<file path="src/rtl/rstack_ctrl.sv">
// Return-stack pointer/control stage: turns push/pop requests into 1R1W memory
// accesses, tracks depth, and reports sticky overflow/underflow plus a high-water mark.
module rstack_ctrl #(
  parameter int WIDTH      = 4,
  parameter int DATA_WIDTH = 13
) (
  input  logic                  clk,
  input  logic                  reset_n,
  input  logic                  push,
  input  logic                  pop,
  input  logic [DATA_WIDTH-1:0] push_data,
  input  logic                  err_clr,
  output logic [DATA_WIDTH-1:0] top,
  output logic                  empty,
  output logic                  full,
  output logic [WIDTH:0]        depth,
  output logic [WIDTH:0]        max_depth,
  output logic                  overflow,
  output logic                  underflow,
  output logic                  mem_we,
  output logic [WIDTH-1:0]      mem_din_addr,
  output logic [DATA_WIDTH-1:0] mem_din,
  output logic [WIDTH-1:0]      mem_dout_addr,
  input  logic [DATA_WIDTH-1:0] mem_dout
);

  localparam int             SIZE   = 2 ** WIDTH;
  localparam logic [WIDTH:0] SIZE_V = (WIDTH + 1)'(SIZE);
  localparam logic [WIDTH:0] ONE_V  = (WIDTH + 1)'(1);

  logic [WIDTH:0]   depth_q, depth_d;
  logic [WIDTH:0]   max_depth_q, max_depth_d;
  logic             overflow_q, overflow_d;
  logic             underflow_q, underflow_d;

  logic             is_empty, is_full;
  logic             do_write, do_replace;
  logic             ovf_evt, unf_evt;
  logic [WIDTH-1:0] ptr, ptr_m1;

  assign is_empty = (depth_q == '0);
  assign is_full  = (depth_q == SIZE_V);
  assign ptr      = depth_q[WIDTH-1:0];
  assign ptr_m1   = ptr - 1'b1;

  // Operation decode
  always_comb begin
    depth_d    = depth_q;
    do_write   = 1'b0;
    do_replace = 1'b0;
    ovf_evt    = 1'b0;
    unf_evt    = 1'b0;
    case ({push, pop})
      2'b10: begin
        if (!is_full) begin
          do_write = 1'b1;
          depth_d  = depth_q + ONE_V;
        end else begin
          ovf_evt = 1'b1;
        end
      end
      2'b01: begin
        if (!is_empty) depth_d = depth_q - ONE_V;
        else           unf_evt = 1'b1;
      end
      2'b11: begin
        do_write = 1'b1;
        if (!is_empty) do_replace = 1'b1;
        else           depth_d    = ONE_V;
      end
      default: ;
    endcase
  end

  // A new error wins over a simultaneous clear
  always_comb begin
    overflow_d  = overflow_q;
    underflow_d = underflow_q;
    if (err_clr) begin
      overflow_d  = 1'b0;
      underflow_d = 1'b0;
    end
    if (ovf_evt) overflow_d  = 1'b1;
    if (unf_evt) underflow_d = 1'b1;
  end

  always_comb begin
    max_depth_d = max_depth_q;
    if (depth_d > max_depth_q) max_depth_d = depth_d;
  end

  always_ff @(posedge clk or negedge reset_n) begin
    if (!reset_n) begin
      depth_q     <= '0;
      max_depth_q <= '0;
      overflow_q  <= 1'b0;
      underflow_q <= 1'b0;
    end else begin
      depth_q     <= depth_d;
      max_depth_q <= max_depth_d;
      overflow_q  <= overflow_d;
      underflow_q <= underflow_d;
    end
  end

  // Write strobe is gated by reset so no stray write escapes while held in reset
  assign mem_we        = do_write & reset_n;
  assign mem_din_addr  = do_replace ? ptr_m1 : ptr;
  assign mem_din       = push_data;
  assign mem_dout_addr = ptr_m1;

  assign top       = is_empty ? '0 : mem_dout;
  assign empty     = is_empty;
  assign full      = is_full;
  assign depth     = depth_q;
  assign max_depth = max_depth_q;
  assign overflow  = overflow_q;
  assign underflow = underflow_q;

endmodule

</file>
<file path="config.mk">
export PLATFORM = sky130hd
export DESIGN_NAME = rstack_ctrl
export DESIGN_NICKNAME = d
export VERILOG_FILES = /design/src/rtl/rstack_ctrl.sv
export SDC_FILE = /design/constraint.sdc
export NUM_CORES = 1
export LEC_CHECK = 0
export CORE_ASPECT_RATIO = 1.1
export CORE_MARGIN = 2
export CORE_UTILIZATION = 38
export DETAILED_ROUTE_END_ITERATION = 7
export PLACE_DENSITY = 0.86
export SLEW_MARGIN = 20
export SYNTH_ARGS = -nofsm -noshare
export SYNTH_HDL_FRONTEND = slang
export SYNTH_SLANG_ARGS = --single-unit
</file>
<file path="constraint.sdc">
create_clock -name clk -period 6.26 [get_ports clk]
set_input_delay 1.252 -clock clk [delete_from_list [all_inputs] [get_ports clk]]
set_output_delay 1.252 -clock clk [all_outputs]
set_load 0.01 [all_outputs]
</file>
Word level (Yosys, flattened, before mapping)
Index checks and enable logic that the tools add are counted.
{"block": "totals", "regBits": 12, "latchBits": 0, "mem_bits_rw": 0, "romBits": 0, "inputBits": 31, "output_inout_bits": 49, "wordCells": 33, "mem_count": 0}
{"block": "classes", "addsub": 3, "mul": 0, "div_mod_pow": 0, "magnitude_cmp": 1, "n_eq_ne": 4, "n_shift": 0, "mux": 17, "n_bitwise": 1, "n_reduce_logical": 3}
{"operator": "2-to-1 mux 5 bit", "count": 3}
{"operator": "one-hot mux 5 bit (3 select lines)", "count": 1}
{"operator": "2-to-1 mux 13 bit", "count": 1}
{"operator": "2-to-1 mux 1 bit", "count": 10}
{"operator": "adder 5 x 1 -> 5 bit, second input constant", "count": 1}
{"operator": "equality test 5 bit, second input constant", "count": 1}
{"operator": "> comparator 5 bit", "count": 1}
{"operator": "logical NOT 5 bit", "count": 1}
{"operator": "subtractor 5 x 1 -> 5 bit, second input constant", "count": 1}
{"operator": "equality test 2 bit, second input constant", "count": 2}
{"operator": "2-to-1 mux 4 bit", "count": 1}
{"operator": "nonzero test 2 bit", "count": 2}
{"operator": "subtractor 4 x 1 -> 4 bit, second input constant", "count": 1}
{"operator": "equality test 2 x 1 -> 1 bit, second input constant", "count": 1}
{"operator": "one-hot mux 1 bit (2 select lines)", "count": 1}
{"operator": "bitwise AND 1 bit", "count": 1}

Longest topological paths before layout
Gate-level depths: netlist of the first run.
{"block": "logic_depth", "ltp_word": 4, "depth_mapped": 15, "ltp_nobuf": 15}

Worst setup path before layout of the first run
No wires, ideal clock.
{"block": "synth_path", "path_kind": "input port to output port", "startpoint": "input pop", "endpoint": "output mem_din_addr[3]", "arrival_ns": 2.201, "required_time_ns": 5.008, "slack_ns": 2.807, "path_stages": 5, "n_path_buf": 1, "path_cell_list": "clkbuf_1 > nand2_1 > nor2_1 > nand2_1 > xnor2_1"}
{"block": "synth_between", "elab_chain_cells": 3}
{"item": "start, declared", "line_no": "10", "text": "input logic pop,"}
{"item": "equality test 2 bit", "line_no": "53", "text": "case ({push, pop})"}
{"item": "2-to-1 mux 1 bit", "line_no": "53"}
{"item": "2-to-1 mux 4 bit", "line_no": "108", "text": "assign mem_din_addr = do_replace ? ptr_m1 : ptr;"}
{"item": "end, declared", "line_no": "21", "text": "output logic [WIDTH-1:0] mem_din_addr,"}
No other way between the ends.

Worst setup path after layout of the first run
{"block": "layout_path", "startpoint": "input pop", "endpoint": "output mem_din_addr[2]"}
Same word-level chain as after synthesis.

==> flow_summary.json, run 1 <==
{
  "status": "completed",
  "skew_ns": 0.00189,
  "dr_wl_met3_um": 170,
  "period_needed_ns": 4.54,
  "core_mm2": 0.00283,
  "routed_wirelength_um": 2950,
  "p_leak_nw": 0.704,
  "route.met2.wl_um": 1540,
  "grt_pass1_vias": 1099,
  "worst_slew_pin_slew_ns": 0.523,
  "syn_avg_cell_area_um2": 8.46,
  "clock_latency_ns": 0.27,
  "multi_input_area_um2": 681,
  "synth_ff_type": "dfrtp_1",
  "diodes": 0,
  "port_buffers": 53,
  "dieArea_mm2": 0.00349,
  "dp_hpwl_um": 2310,
  "rows": 20,
  "regArea_um2": 300,
  "period_share_pct": 72.6,
  "max_stage_delay_ns": 0.78,
  "syn_to_final_growth_pct": 40.8,
  "drc": 0,
  "dr.max_layer_used": "met4",
  "die_w_um": 56.5,
  "cp-start-kind": "input pin",
  "start_util_pct": 40.7,
  "path_cells": "clkdlybuf4s50_1 -> nand2_1 -> nor2_1 -> nand2_1 -> xnor2_1 -> clkdlybuf4s50_1",
  "cp-end-kind": "primary output",
  "async_flop_share_pct": 100,
  "htreeDepth": 1,
  "crit_required_ns": 5.01,
  "slowest_stage": "clkdlybuf4s50_1",
  "drt_iter0_drc": 20,
  "track_usage_pct": 17.2,
  "yosysWarnings": 0,
  "layout-drive-gt1-share_pct": 6.32,
  "fill_cells": 260,
  "layout_common_cells": "clkdlybuf4s50_1, nor2b_1, inv_1, dfrtp_1, nand2_1",
  "wire_per_inst_um": 14.3,
  "met1_length_um": 1200,
  "hold_viol_final": 0,
  "maxCapViolations": 0,
  "globalplace.congestion": 0.876,
  "synth_edf_count": 0,
  "powerDensity_mw_per_mm2": 502,
  "hold_buffers": 0,
  "crit_buf_inv": 2,
  "die_h_um": 61.7,
  "ant_nets": 0,
  "rsz0062_at_grt": "no",
  "p_total_mw": 0.814,
  "clock-sinks": 12,
  "final_max_slew_viol_count": 0,
  "grt_pass1_wl_um": 4740,
  "setup_tns_ns": 0,
  "cts_resized": 0,
  "nets": 216,
  "worst_hold_path.num_cells": 1,
  "root_buffer": "clkbuf_4",
  "ir_drop_v": 0.000360,
  "syn-cell-area_mm2": 0.00115,
  "syn_nets": 176,
  "synth_cell_type_count": 37,
  "via_per_inst": 5.29,
  "num_vias": 1095,
  "grt-ovfl-total": 0,
  "cts_buffer_depth": 2,
  "finalSetupViolCount": 0,
  "cp_max_fo": 16,
  "cts.clk_slew.worst_paths_ns": 0.06,
  "boundaryPins": 80,
  "dp.cells": 204,
  "worst-path-stages": 6,
  "synth-seq-cells": 12,
  "synth_cells": 136,
  "fin_cells": 207,
  "slew_headroom_pct": 65.0,
  "cts_made_buffers": 3,
  "grt_max_degree": 18,
  "hold_class": "reg2reg",
  "cts_tree": "built",
  "timing.fmax_ghz": 0.220,
  "cp.arrival_ns": 3.29,
  "crit_family": "buffers and inverters",
  "finalInstanceArea_mm2": 0.00162,
  "postCtsSetupRepairBufs": 0,
  "worstSetupPathType": "in2out",
  "fin_util_pct": 57.3,
  "antenna_found_initial": 0,
  "rr_worst_depth": 13,
  "first_pass_iters": 4,
  "placed_area_mm2": 0.00160,
  "mostFrequentLayoutCell": "clkdlybuf4s50_1",
  "yosysSeqAreaShare_pct": 26.1
}
==> where the power goes <==
group	leakage [nW]	internal, mW	switching [mW]	total [mW]
Combinational	0.541	0.322	0.277	0.599
Clock	0.0138	0.0223	0.0237	0.0460
Sequential	0.149	0.113	0.0550	0.168
Total	0.704	0.458	0.356	0.814
==> synth_stat cells (all sizes together), types with 4 or more instances <==
cell,instances,area (um2)
o21ai,4,20.0
dfrtp,12,300
buf,15,114
mux2,5,56.3
nand3,4,20.0
nor2b,15,93.8
nand2,10,37.5
nor2,9,33.8
inv,12,45.0
xnor2,4,35.0
ha,9,113
nor3,4,20.0
==> worst reg2reg max path: stages, from the launching register on <==
cell	delay, ns
dfrtp_1	0.47
inv_1	0.21
ha_1	0.28
nand3_1	0.18
inv_1	0.41
nor2_1	0.07
mux2i_1	0.13
o21ai_0	0.17
ha_1	0.37
o21ai_0	0.08
a21oi_1	0.12
nor3_1	0.06
nor2_1	0.35
mux2_2	0.39
==> worst paths after layout <==
| check | start | to | slack (ns) |
|---|---|---|---|
| setup / recovery | pop | mem_din_addr[2] | 1.72 |
| hold / removal | underflow | underflow | 0.53 |
| setup reg to reg | depth[0] | max_depth[0] | 2.87 |
| hold reg to reg | underflow | underflow | 0.53 |
| max in group asynchronous | reset_n | max_depth[0] | 4.59 |
| min in group asynchronous | reset_n | max_depth[2] | 1.32 |
==> per-stage QoR <==
step | hold WS, ns | setup slack [ns]
after floorplan | 0.546 | 2.81
after global placement | 0.504 | 1.81
after detailed placement | 0.505 | 1.72
after CTS | 0.531 | 1.73
after global routing | 0.552 | 1.59
final | 0.526 | 1.72
==> cell type report <==
| type | count | share of cell area [%] |
|---|---|---|
| sequential | 12 | 18.5 |
| clock buffer | 3 | 1.39 |
| tap | 33 | 2.55 |
| timing repair buffer | 53 | 32.7 |
| inverter | 12 | 2.78 |
| multi-input combinational | 94 | 42.0 |
==> registers in the layout (all words and copies together) (netlist names) <==
name and cells:
max_depth 5, depth 5, overflow 1, underflow 1
==> routing by layer <==
layer / track usage, % / vias up
li1: - / 531
met1: 19.4 / 523
met2: 31.2 / 36
met3: 3.31 / 5
met4: 9.52 / 0
met5: 0 / -
==> kinds of logic (layout without fill, tap and decap cells) <==
kind of cell	after synthesis	in the layout	synth area share [%]
AOI/OAI and AO/OA	21	21	14.0
muxes	7	7	6.63
adders and majority gates	9	9	9.78
xor gates and xnor gates	6	6	4.57
and+or+nand+nor	51	51	24.1
buffers and inverters	30	68	14.8
DFF	12	12	26.1
Power figures use the tool's default switching activity.
==> run 2, diff against run 1 <==
--- a/config.mk
+++ b/config.mk
@@ -7,9 +7,9 @@
 export LEC_CHECK = 0
 export CORE_ASPECT_RATIO = 1.1
 export CORE_MARGIN = 2
-export CORE_UTILIZATION = 38
+export CORE_UTILIZATION = 32
 export DETAILED_ROUTE_END_ITERATION = 7
-export PLACE_DENSITY = 0.86
+export PLACE_DENSITY = 0.77
 export SLEW_MARGIN = 20
 export SYNTH_ARGS = -nofsm -noshare
 export SYNTH_HDL_FRONTEND = slang
==> constraint.sdc (replaced) <==
create_clock -name clk -period 4.15 [get_ports clk]
set_input_delay 0.83 -clock clk [delete_from_list [all_inputs] [get_ports clk]]
set_output_delay 0.83 -clock clk [all_outputs]
set_load 0.01 [all_outputs]
==> run 2 against run 1 <==
  * Sequential cell count is the same
  * Via count grew 0.64%
  * Power grew 49%
  * Worst hold slack lost 0.0035 ns
  * First-iteration DRC count grew 130%
  * Core utilization shrank 8.4 points
  * Clock power grew 47%
  * Setup slack lost 1.2 ns
  * Critical path type unchanged
  * Largest cell class unchanged
  * Largest power group unchanged
==> flow_summary.json, run 2 (synthesis gave the netlist of run 1 again) <==
{
  "globalplace.congestion": 0.857,
  "rows": 22,
  "worstSetupPathType": "in2out",
  "port_buffers": 53,
  "cp-end-kind": "primary output",
  "cts.clk_slew.worst_paths_ns": 0.06,
  "diodes": 0,
  "start_util_pct": 34.0,
  "finalSetupViolCount": 0,
  "mostFrequentLayoutCell": "clkdlybuf4s50_1",
  "final_max_slew_viol_count": 0,
  "syn_to_final_growth_pct": 43.7,
  "die_w_um": 61.2,
  "max_stage_delay_ns": 0.75,
  "wire_per_inst_um": 12.3,
  "cts_tree": "built",
  "root_buffer": "clkbuf_4",
  "slew_headroom_pct": 67.6,
  "maxCapViolations": 0,
  "worst_slew_pin_slew_ns": 0.485,
  "dp_hpwl_um": 2200,
  "cp.arrival_ns": 2.82,
  "via_per_inst": 4.92,
  "clock-sinks": 12,
  "num_vias": 1102,
  "whs_ns": 0.522,
  "dp.cells": 221,
  "cts_buffer_depth": 2,
  "routed_wirelength_um": 2760,
  "drc": 0,
  "boundaryPins": 80,
  "postCtsSetupRepairBufs": 0,
  "hold_class": "reg2reg",
  "core_mm2": 0.00339,
  "antenna_found_initial": 0,
  "cp_max_fo": 15,
  "rsz0062_at_grt": "no",
  "drt_iter0_drc": 46,
  "period_share_pct": 87.9,
  "nets": 218,
  "ant_nets": 0,
  "htreeDepth": 1,
  "timing.fmax_ghz": 0.274,
  "hold_viol_final": 0,
  "grt-ovfl-total": 0,
  "crit_required_ns": 3.32,
  "setup_tns_ns": 0,
  "layout_common_cells": "clkdlybuf4s50_1, nor2b_1, inv_1, dfrtp_1, nand2_1",
  "grt_pass1_wl_um": 4330,
  "path_cells": "clkdlybuf4s50_1 -> nand2_1 -> nor2_1 -> nand2_1 -> xnor2_1 -> clkdlybuf4s50_1",
  "fin_cells": 224,
  "status": "completed",
  "first_pass_iters": 4,
  "layout-drive-gt1-share_pct": 7.39,
  "die_h_um": 66.9,
  "grt_max_degree": 18,
  "powerDensity_mw_per_mm2": 732,
  "cp-start-kind": "input pin",
  "hold_buffers": 0,
  "fill_cells": 320,
  "period_needed_ns": 3.65,
  "cts_made_buffers": 3,
  "p_leak_nw": 0.714,
  "clock_latency_ns": 0.27,
  "cts_resized": 0,
  "grt_pass1_vias": 917,
  "slowest_stage": "clkdlybuf4s50_1",
  "skew_ns": 0.00555,
  "track_usage_pct": 13.8,
  "ir_drop_v": 0.000494,
  "dieArea_mm2": 0.00409
}
run 2: cell types whose count changed in the layout (fill, tap and decap cells not counted):
cell | previous run | this run
buf_4 | 0 | 2
run 2: metrics by stage:
stage          cell area [um2]  power [mW]  setup WS, ns  util [%]
2_1_floorplan             1150       0.786          1.16         -
3_3_place_gp              1630        1.14         0.457      48.2
3_5_place_dp              1630        1.14         0.365      48.2
4_1_cts                   1650        1.22         0.490      48.9
5_1_grt                   1650        1.33         0.276      48.9
6_report                  1650        1.21         0.502      48.9
run 2: per-layer routing:
layer	vias up	routed length, um	track usage, %
met3	4	234	2.52
met2	57	1370	21.1
met4	0	19	5.16
met1	504	1140	19.0
li1	537	-	-
met5	-	0	0
run 2: final cells by class:
cell class                 instances  area, um2  share of cell area (%)
clock buffer                       3       22.5                    1.36
inverter                          12       45.0                    2.72
multi-input combinational         94        681                    41.1
sequential                        12        300                    18.2
tap                               48       60.1                    3.63
timing repair buffer              55        546                    33.0
run 2: final timing paths:
check                         start         endpoint  slack (ns)  cells past startpoint
min                        overflow         overflow        0.52                      1
max in group asynchronous   reset_n         overflow        3.14                      2
min reg2reg                overflow         overflow        0.52                      1
max reg2reg                depth[0]     max_depth[2]        0.72                     13
max                            push  mem_din_addr[3]        0.50                      6
min in group asynchronous   reset_n     max_depth[0]        0.85                      2
run 2: critical path, delay by kind of cell:
family	cells	cell delay, ns
xor gates and xnor gates	1	0.15
buffers and inverters	2	1.30
and+or+nand+nor	3	0.53
run 2: power by group:
| part | internal, mW | switching, mW |
|---|---|---|
| sequential | 0.171 | 0.0813 |
| clock | 0.0335 | 0.0340 |
| combinational | 0.485 | 0.405 |
